<file path="src/rtl/uart_rx_pkg.sv">
// Shared types and elaboration helpers for the UART receive frame controller.
package uart_rx_pkg;

  typedef enum logic [2:0] {IDLE, START, DATA, PARITY, STOP, DONE} state_t;

  function automatic int cntWidth(input int n);
    return (n > 1) ? $clog2(n) : 1;
  endfunction

  // Tick at which the sampler's majority vote for the current bit is settled.
  function automatic int midTick(input int prescale);
    return prescale / 2 + 2;
  endfunction

  // One tick later the registered checker results are valid.
  function automatic int captTick(input int prescale);
    return midTick(prescale) + 1;
  endfunction

  function automatic logic isBitState(input state_t s);
    return (s == START) || (s == DATA) || (s == PARITY) || (s == STOP);
  endfunction

endpackage

</file>
<file path="src/rtl/uart_rx_edge_bit_counter.sv">
// Oversampling tick counter and data-bit counter for one UART frame.
module uart_rx_edge_bit_counter
  import uart_rx_pkg::*;
#(
  parameter int PRESCALE   = 8,
  parameter int DATA_WIDTH = 8
) (
  input  logic                            i_clk,
  input  logic                            i_rst_n,
  input  logic                            i_count_en,
  input  logic                            i_clear,
  input  logic                            i_bit_en,
  output logic [cntWidth(PRESCALE)-1:0]   o_edge_cnt,
  output logic [cntWidth(DATA_WIDTH)-1:0] o_bit_cnt,
  output logic                            o_bit_end
);

  localparam int EW = cntWidth(PRESCALE);
  localparam int BW = cntWidth(DATA_WIDTH);
  localparam logic [EW-1:0] EDGE_LAST = EW'(PRESCALE - 1);
  localparam logic [BW-1:0] BIT_LAST  = BW'(DATA_WIDTH - 1);

  logic [EW-1:0] r_edgeCnt;
  logic [BW-1:0] r_bitCnt;

  assign o_bit_end  = (r_edgeCnt == EDGE_LAST);
  assign o_edge_cnt = r_edgeCnt;
  assign o_bit_cnt  = r_bitCnt;

  // The bit counter only advances when a data bit finishes its last tick.
  always_ff @(posedge i_clk or negedge i_rst_n) begin
    if (!i_rst_n) begin
      r_edgeCnt <= '0;
      r_bitCnt  <= '0;
    end else if (i_clear) begin
      r_edgeCnt <= '0;
      r_bitCnt  <= '0;
    end else if (i_count_en) begin
      r_edgeCnt <= o_bit_end ? '0 : r_edgeCnt + EW'(1);
      if (i_bit_en && o_bit_end) begin
        r_bitCnt <= (r_bitCnt == BIT_LAST) ? '0 : r_bitCnt + BW'(1);
      end
    end
  end

endmodule

</file>
<file path="src/rtl/uart_rx_fsm.sv">
// UART receive frame controller: sequences sampling and bit checks over one
// frame and reports it as valid, parity-error or frame-error.
module uart_rx_fsm
  import uart_rx_pkg::*;
#(
  parameter int DATA_WIDTH = 8,
  parameter int PRESCALE   = 8
) (
  input  logic                          i_clk,
  input  logic                          i_rst_n,
  input  logic                          i_rx_in,
  input  logic                          i_parity_enable,
  input  logic                          i_start_glitch,
  input  logic                          i_parity_ok,
  input  logic                          i_stop_error,
  output logic [cntWidth(PRESCALE)-1:0] o_edge_cnt,
  output logic                          o_sampler_enable,
  output logic                          o_deser_enable,
  output logic                          o_start_check_enable,
  output logic                          o_parity_check_enable,
  output logic                          o_stop_check_enable,
  output logic                          o_data_valid,
  output logic                          o_parity_error,
  output logic                          o_frame_error
);

  localparam int EW = cntWidth(PRESCALE);
  localparam int BW = cntWidth(DATA_WIDTH);
  localparam logic [EW-1:0] PRE_MID  = EW'(midTick(PRESCALE) - 1);
  localparam logic [EW-1:0] CAPT     = EW'(captTick(PRESCALE));
  localparam logic [BW-1:0] BIT_LAST = BW'(DATA_WIDTH - 1);

  if (PRESCALE < 8 || (PRESCALE % 2) != 0) begin : g_badPrescale
    $error("uart_rx_fsm: PRESCALE must be even and at least 8");
  end

  state_t        r_state, w_nextState;
  logic          r_parEn, r_parErr;
  logic [EW-1:0] w_edgeCnt;
  logic [BW-1:0] w_bitCnt;
  logic          w_bitEnd, w_atCapt, w_countEn;
  logic          w_samplerNext, w_deserNext, w_startChkNext, w_parChkNext, w_stopChkNext;
  logic          w_validNext, w_parErrNext, w_frameErrNext;

  assign w_atCapt   = (w_edgeCnt == CAPT);
  assign w_countEn  = isBitState(r_state) && isBitState(w_nextState);
  assign o_edge_cnt = w_edgeCnt;

  uart_rx_edge_bit_counter #(
    .PRESCALE   (PRESCALE),
    .DATA_WIDTH (DATA_WIDTH)
  ) u_counter (
    .i_clk      (i_clk),
    .i_rst_n    (i_rst_n),
    .i_count_en (w_countEn),
    .i_clear    (~w_countEn),
    .i_bit_en   (r_state == DATA),
    .o_edge_cnt (w_edgeCnt),
    .o_bit_cnt  (w_bitCnt),
    .o_bit_end  (w_bitEnd)
  );

  always_ff @(posedge i_clk or negedge i_rst_n) begin
    if (!i_rst_n) r_state <= IDLE;
    else          r_state <= w_nextState;
  end

  // A start glitch outranks the end-of-bit move into DATA when both land on one tick.
  always_comb begin
    w_nextState = r_state;
    case (r_state)
      IDLE:    if (!i_rx_in) w_nextState = START;
      START: begin
        if (w_atCapt && i_start_glitch) w_nextState = IDLE;
        else if (w_bitEnd)              w_nextState = DATA;
      end
      DATA:    if (w_bitEnd && (w_bitCnt == BIT_LAST)) w_nextState = r_parEn ? PARITY : STOP;
      PARITY:  if (w_bitEnd) w_nextState = STOP;
      STOP:    if (w_atCapt) w_nextState = DONE;
      DONE:    w_nextState = IDLE;
      default: w_nextState = IDLE;
    endcase
  end

  always_ff @(posedge i_clk or negedge i_rst_n) begin
    if (!i_rst_n) begin
      r_parEn  <= 1'b0;
      r_parErr <= 1'b0;
    end else begin
      if (r_state == IDLE)                r_parEn  <= i_parity_enable;
      if (r_state == PARITY && w_atCapt)  r_parErr <= ~i_parity_ok;
      if (r_state == DONE)                r_parErr <= 1'b0;
    end
  end

  // Strobes are set one tick early so the registered copy lines up with tick MID.
  always_comb begin
    w_samplerNext  = isBitState(w_nextState);
    w_startChkNext = (r_state == START)  && (w_edgeCnt == PRE_MID);
    w_deserNext    = (r_state == DATA)   && (w_edgeCnt == PRE_MID);
    w_parChkNext   = (r_state == PARITY) && (w_edgeCnt == PRE_MID);
    w_stopChkNext  = (r_state == STOP)   && (w_edgeCnt == PRE_MID);
    w_parErrNext   = (w_nextState == DONE) && r_parErr;
    w_frameErrNext = (w_nextState == DONE) && i_stop_error;
    w_validNext    = (w_nextState == DONE) && !r_parErr && !i_stop_error;
  end

  always_ff @(posedge i_clk or negedge i_rst_n) begin
    if (!i_rst_n) begin
      o_sampler_enable      <= 1'b0;
      o_deser_enable        <= 1'b0;
      o_start_check_enable  <= 1'b0;
      o_parity_check_enable <= 1'b0;
      o_stop_check_enable   <= 1'b0;
      o_data_valid          <= 1'b0;
      o_parity_error        <= 1'b0;
      o_frame_error         <= 1'b0;
    end else begin
      o_sampler_enable      <= w_samplerNext;
      o_deser_enable        <= w_deserNext;
      o_start_check_enable  <= w_startChkNext;
      o_parity_check_enable <= w_parChkNext;
      o_stop_check_enable   <= w_stopChkNext;
      o_data_valid          <= w_validNext;
      o_parity_error        <= w_parErrNext;
      o_frame_error         <= w_frameErrNext;
    end
  end

endmodule

</file>
<file path="config.mk">
export PLATFORM = sky130hd
export DESIGN_NAME = uart_rx_fsm
export DESIGN_NICKNAME = d
export VERILOG_FILES = /design/src/rtl/uart_rx_pkg.sv /design/src/rtl/uart_rx_edge_bit_counter.sv /design/src/rtl/uart_rx_fsm.sv
export SDC_FILE = /design/constraint.sdc
export NUM_CORES = 1
export LEC_CHECK = 0
export BUFFER_PORTS_ARGS = -buffer_cell sky130_fd_sc_hd__buf_2
export CAP_MARGIN = 20
export CORE_MARGIN = 2
export CORE_UTILIZATION = 47
export CTS_BUF_LIST = sky130_fd_sc_hd__clkbuf_16
export CTS_CLUSTER_SIZE = 30
export DETAILED_ROUTE_END_ITERATION = 6
export PLACE_DENSITY_LB_ADDON = 0.08
export REMOVE_ABC_BUFFERS = 1
export SLEW_MARGIN = 20
export SYNTH_ARGS = -nofsm -noshare
export SYNTH_HDL_FRONTEND = slang
export SYNTH_SLANG_ARGS = --single-unit
</file>
<file path="constraint.sdc">
create_clock -name i_clk -period 2.2 [get_ports i_clk]
set_clock_uncertainty 0.15 [all_clocks]
set_input_delay 0.11 -clock i_clk [delete_from_list [all_inputs] [get_ports i_clk]]
set_output_delay 0.11 -clock i_clk [all_outputs]
set_load 0.02 [all_outputs]
</file>
== Yosys cells after proc, flatten, opt, wreduce, memory -nomap -nowiden ==
Index checks and enable logic that the tools add are counted.

* Output and inout bits: 11
* Register bits: 19

* Equal/unequal tests: 14
* Multiplexer cells: 15
* Bitwise logic cells: 1
* Reduce and logical (&&, ||, !) cells: 23
* Add/sub/neg operators: 2

{| class="wikitable"
|+ Operators with widths
! kind !! number
|-
| $mux W3 || 12
|-
| $eq A3 B3 Y1 const B || 7
|-
| $pmux W3 S5 || 1
|-
| $logic_and A1 B1 Y1 || 13
|-
| $eq A3 B2 Y1 const B || 4
|-
| $add A3 B1 Y3 const B || 2
|-
| $eq A3 B1 Y1 const B || 2
|-
| $logic_or A1 B1 Y1 || 6
|-
| $logic_not A3 Y1 || 1
|-
| $logic_not A1 Y1 || 2
|-
| $mux W1 || 2
|-
| $ne A2 B2 Y1 const B || 1
|-
| $reduce_bool A2 Y1 || 1
|-
| $not A1 Y1 || 1
|}

== Logic depth before layout (Yosys ltp) ==
* Depth after elaboration: 10
* Gate-level depth with buffers: 8
* Depth with buffers taken out: 7

== Cells and area by module ==
A second synthesis with hierarchy kept.

* Cells, all modules: 96
* Area total of the unflattened synthesis: 993.5 sq um

{| class="wikitable"
|+ By module, submodules not included
! module !! area an instance (sq um) !! cells an instance !! instances
|-
| uart_rx_fsm || 664.4 || 69 || 1
|-
| uart_rx_edge_bit_counter || 329.1 || 27 || 1
|}

== Least setup slack after synthesis ==
No wires, ideal clock.

* Path kind: reg-to-reg
* From: register u_counter.r_edgeCnt[0], in the netlist u_counter.o_edge_cnt[0]
* To: register u_counter.r_bitCnt[0], in the netlist u_counter.o_bit_cnt[0]
* Arrival time: 2,151 ps
* Data required time: 1,956 ps
* Period minus slack after synthesis: 2,395 ps
* Buffers on the path: 1
* Path slack: -195 ps
* Cell stages (with the launch flop): 9
* Setup time: 94 ps
* Cells stage by stage: dfrtp_1 -> ha_1 -> ha_1 -> nor4bb_4 -> and3_1 -> a211o_1 -> or3_1 -> buf_2 -> a211oi_1

* Longest elaborated chain between the ends: 10
* Elaborated cells on any way between the ends: 20

{| class="wikitable"
|+ Ends and longest elaborated chain
! element !! line !! source
|-
| start, declared || uart_rx_edge_bit_counter.sv:23 || <nowiki>logic [EW-1:0] r_edgeCnt;</nowiki>
|-
| start signal, assigned || uart_rx_edge_bit_counter.sv:39 || <nowiki>r_edgeCnt <= o_bit_end ? '0 : r_edgeCnt + EW'(1);</nowiki>
|-
| $eq A3 B3 Y1 (*) || uart_rx_edge_bit_counter.sv:26, uart_rx_fsm.sv:45 ||
|-
| $mux W3, or another cell as far along || uart_rx_fsm.sv:75 || <nowiki>else if (w_bitEnd) w_nextState = DATA;</nowiki>
|-
| $mux W3 (on tied branches) || uart_rx_fsm.sv:74, uart_rx_fsm.sv:77 ||
|-
| $pmux W3 S5 (*) || uart_rx_fsm.sv:71 || <nowiki>case (r_state)</nowiki>
|-
| named net w_nextState[0] || uart_rx_fsm.sv:37 || <nowiki>state_t r_state, w_nextState;</nowiki>
|-
| $eq A3 B1 Y1 / $eq A3 B2 Y1 (equally long branches) || uart_rx_pkg.sv:21 || <nowiki>return (s == START) || (s == DATA) || (s == PARITY) || (s == STOP);</nowiki>
|-
| $logic_or A1 B1 Y1 (2 in series) || uart_rx_pkg.sv:21 ||
|-
| $logic_or A1 B1 Y1 (*) || uart_rx_pkg.sv:21 ||
|-
| $logic_and A1 B1 Y1 (*) || uart_rx_fsm.sv:46 || <nowiki>assign w_countEn = isBitState(r_state) && isBitState(w_nextState);</nowiki>
|-
| $ne A2 B2 Y1 (no source line) / $mux W3 (equally long branches) || -- ||
|-
| end signal, assigned || uart_rx_edge_bit_counter.sv:41 || <nowiki>r_bitCnt <= (r_bitCnt == BIT_LAST) ? '0 : r_bitCnt + BW'(1);</nowiki>
|-
| end, declared || uart_rx_edge_bit_counter.sv:24 || <nowiki>logic [BW-1:0] r_bitCnt;</nowiki>
|}

The timed path passes the listed nets; every way through them passes the cells marked *.
A chain may end at the register's enable or synchronous reset.

== Worst setup path after layout ==
* From: register u_counter.r_edgeCnt[1], in the netlist u_counter.o_edge_cnt[1]
* To: register u_counter.r_bitCnt[0], in the netlist u_counter.o_bit_cnt[0]

The elaborated chain is that of the path after synthesis.

==> run metrics <==
status complete, no violations; Tmin final between 2000 and 2500 ps; Fmax ~0.46 GHz; CP startpoint u_counter.o_edge_cnt[1]$_DFF_PN0_; met2 usage 0.368; Yosys reg bits 19; CP Max Fanout 7; initial antenna violation count 0; DRT antenna net count 0; ranking of synthesized cells by area dfrtp_1 (52%), ha_1 (8.1%), a211oi_1 (4.1%); post-route cell area roughly 1300 um2; worst-margin pin slew 401 ps; met1 usage 0.252; Worst path depth 7; crit path to u_counter.o_bit_cnt[0]$_DFFE_PN0P_; ant diodes 0; H-tree levels 1; CTS tree built; GRT Resource Usage Total 0.211; Yosys Warn Count 0; DIE AREA 2330 um2; clk_lat worst skew 250 ps; initial core utilization 0.485; CP Class flop to flop; average wire per standard cell between 10 and 15 um; final count of pins violating max slew 0; number of filler cells placed in the layout 157; number of global-route vias before repair 706; GRT overflow 0; Yosys top cell area share 0.516; global-route wire length before repair between 3 and 4 mm; reg-to-reg endpoint u_counter.o_bit_cnt[0]$_DFFE_PN0P_; CTS clk-pin slew, worst paths 50 ps; Hold Crit Class input pin to flop; number of cell rows 16; Ports 18; First-pass DRT Iterations 6; Area growth, synth to finish 39.8%; reg2reg setup slack 10 ps; Placed Area roughly 1100 um2; CP Launch Type flop; Syn Area/Cell 11.4 um2; Pwr Density 1040 nW/um2; final period utilization 0.994; cells along the critical path ha_4, ha_4, nor4bb_4, and3_1, a211o_1, or3_4, a211oi_2; pin count of the biggest net entering global routing 20; Rel. slew slack 0.733; post-DP HPWL 1.32 mm; die span in y just under 50 um; post-synth cell types 31; Synth Cell Area 922 um2; slowest stage cell, crit path dfrtp_1; Port Buffers 17; vias after detailed routing 733; WP data required 2220 ps; post-synthesis sequential area ratio 0.516; vias per inst 5.13; worst stage delay on the critical path just over 400 ps; CTS root buf clkbuf_16; Buf/Inv on CP 0; CP most frequent cell ha_4; depth of the worst register-to-register path 7; DRC errors left 0; LEAKAGE 0.647 nW; CP top delay family simple AND/OR/NAND/NOR gates; Final TNS setup 0 ps; leading area contributor after synthesis dfrtp_1; layout cells sized above 1 0.388; fin util 0.678; area of the multi-input gates 462 um2; core area 1900 um2; GP Congestion 0.839; Top Usage Layer GRT met2; Worst R2R Start u_counter.o_edge_cnt[1]$_DFF_PN0_; die width around 48 um; drt first-iter violations 11; CP endpoint kind flop; Critical Path AT roughly 2200 ps; # setup viols final 0; total CTS buffers 3; clock buffer depth 2; final hold violation count 0; DRT Wirelength 1.95 mm; Reg area ~480 um2; Synth Instances 81; clock sinks 19; max-cap violation count 0; # nets final 130; met3 Usage GRT 0.0333; Max VDD drop 0.000630 V; setup repair after global routing missed its margin true
## cell families after synthesis
family / count (synthesis) / synth area share
adders and majority gates: 6 / 0.0814
muxes: 4 / 0.0448
DFF: 19 / 0.516
buffers and inverters: 8 / 0.0461
AOI/OAI and AO/OA: 18 / 0.132
xor gates and xnor gates: 1 / 0.00950
and+or+nand+nor: 25 / 0.171
## through the flow
step	std cells	worst slack (ps)	hold slack [ps]	total power [mW]
after global routing	143	-67.3	48.3	1.43
after floorplan	78	-186	-336	0.703
final	143	13.6	41.3	1.34
after CTS	143	-13.2	46.3	1.31
after global placement	135	-87.2	-84.2	0.899
after detailed placement	135	-141	-83.5	0.908
## state kept, by name (all words and copies together) (netlist names)
signal / flops
r_parErr: 1
o_frame_error: 1
o_parity_error: 1
u_counter.o_bit_cnt: 3
o_sampler_enable: 1
o_start_check_enable: 1
u_counter.o_edge_cnt: 3
o_deser_enable: 1
o_parity_check_enable: 1
r_parEn: 1
o_data_valid: 1
r_state: 3
o_stop_check_enable: 1
## cell usage after synthesis
master / instances
a211o_1: 1
a211oi_1: 5
a21boi_1: 1
a21o_1: 1
a21oi_1: 2
a2bb2oi_1: 1
a311oi_1: 1
a31oi_1: 1
and3_1: 1
and4_1: 3
and4b_1: 1
buf_2: 1
buf_4: 1
buf_6: 1
dfrtp_1: 19
ha_1: 6
inv_1: 5
mux2_2: 1
mux2i_1: 3
nand2_1: 5
nand2b_1: 1
nor2_1: 6
nor3_1: 4
nor3b_1: 1
nor4b_1: 1
nor4bb_4: 1
o21ai_0: 3
o21ai_1: 1
o22ai_1: 1
or3_1: 1
xor2_1: 1
## repair_timing
action                     4_1_cts  5_1_grt
hold endpoints to repair        22        0
setup endpoints to repair        6        6
pin swaps                        6        5
gates resized for setup          7        4
hold buffers                     3        0
buffers inserted                 1        0
## worst min-delay path, delay by kind of cell
| kind | cells | cell delay, ps |
|---|---|---|
| simple gates | 1 | 40 |
| buf+inv | 1 | 70 |
| compound gates | 2 | 170 |
## how the worst min path moves through the flow
| stage | start | to | slack (ps) | depth (start not counted) |
|---|---|---|---|---|
| floorplan | i_rst_n | o_data_valid$_DFF_PN0_ | -340 | 0 |
| global placement | i_rst_n | o_frame_error$_DFF_PN0_ | -80 | 1 |
| detailed placement | i_rst_n | o_frame_error$_DFF_PN0_ | -80 | 1 |
| CTS | i_parity_ok | r_parErr$_DFFE_PN0P_ | 50 | 4 |
| global route | i_parity_ok | r_parErr$_DFFE_PN0P_ | 50 | 4 |
| finish | i_parity_ok | r_parErr$_DFFE_PN0P_ | 40 | 4 |
## final cells by class
class                   count  area share
repair buffers             34       0.171
clock inverters             1     0.00291
flip-flops and latches     19       0.369
well taps                  27      0.0262
multi-input cells          54       0.358
clock buffers               3      0.0583
inverters                   5      0.0146
## routing by layer
layer / wire [um] / vias to the layer above
met3: 57 / 4
li1: - / 365
met5: 0 / -
met1: 852 / 348
met2: 1020 / 16
met4: 23 / 0
## placed cells by master, fill, tap and decap left out, drive strengths merged, types with 2 or more instances in the layout
cell / count
a211oi: 5
a21oi: 2
and4: 3
buf: 31
clkbuf: 3
dfrtp: 19
dlygate4sd3: 3
ha: 6
inv: 6
mux2i: 3
nand2: 5
nor2: 6
nor3: 4
o21ai: 4
## report_power, final
part / internal [mW] / switching, mW
clock: 0.242 / 0.126
combinational: 0.229 / 0.258
sequential: 0.410 / 0.0711
Note: power is estimated with default switching activity, not from simulation.
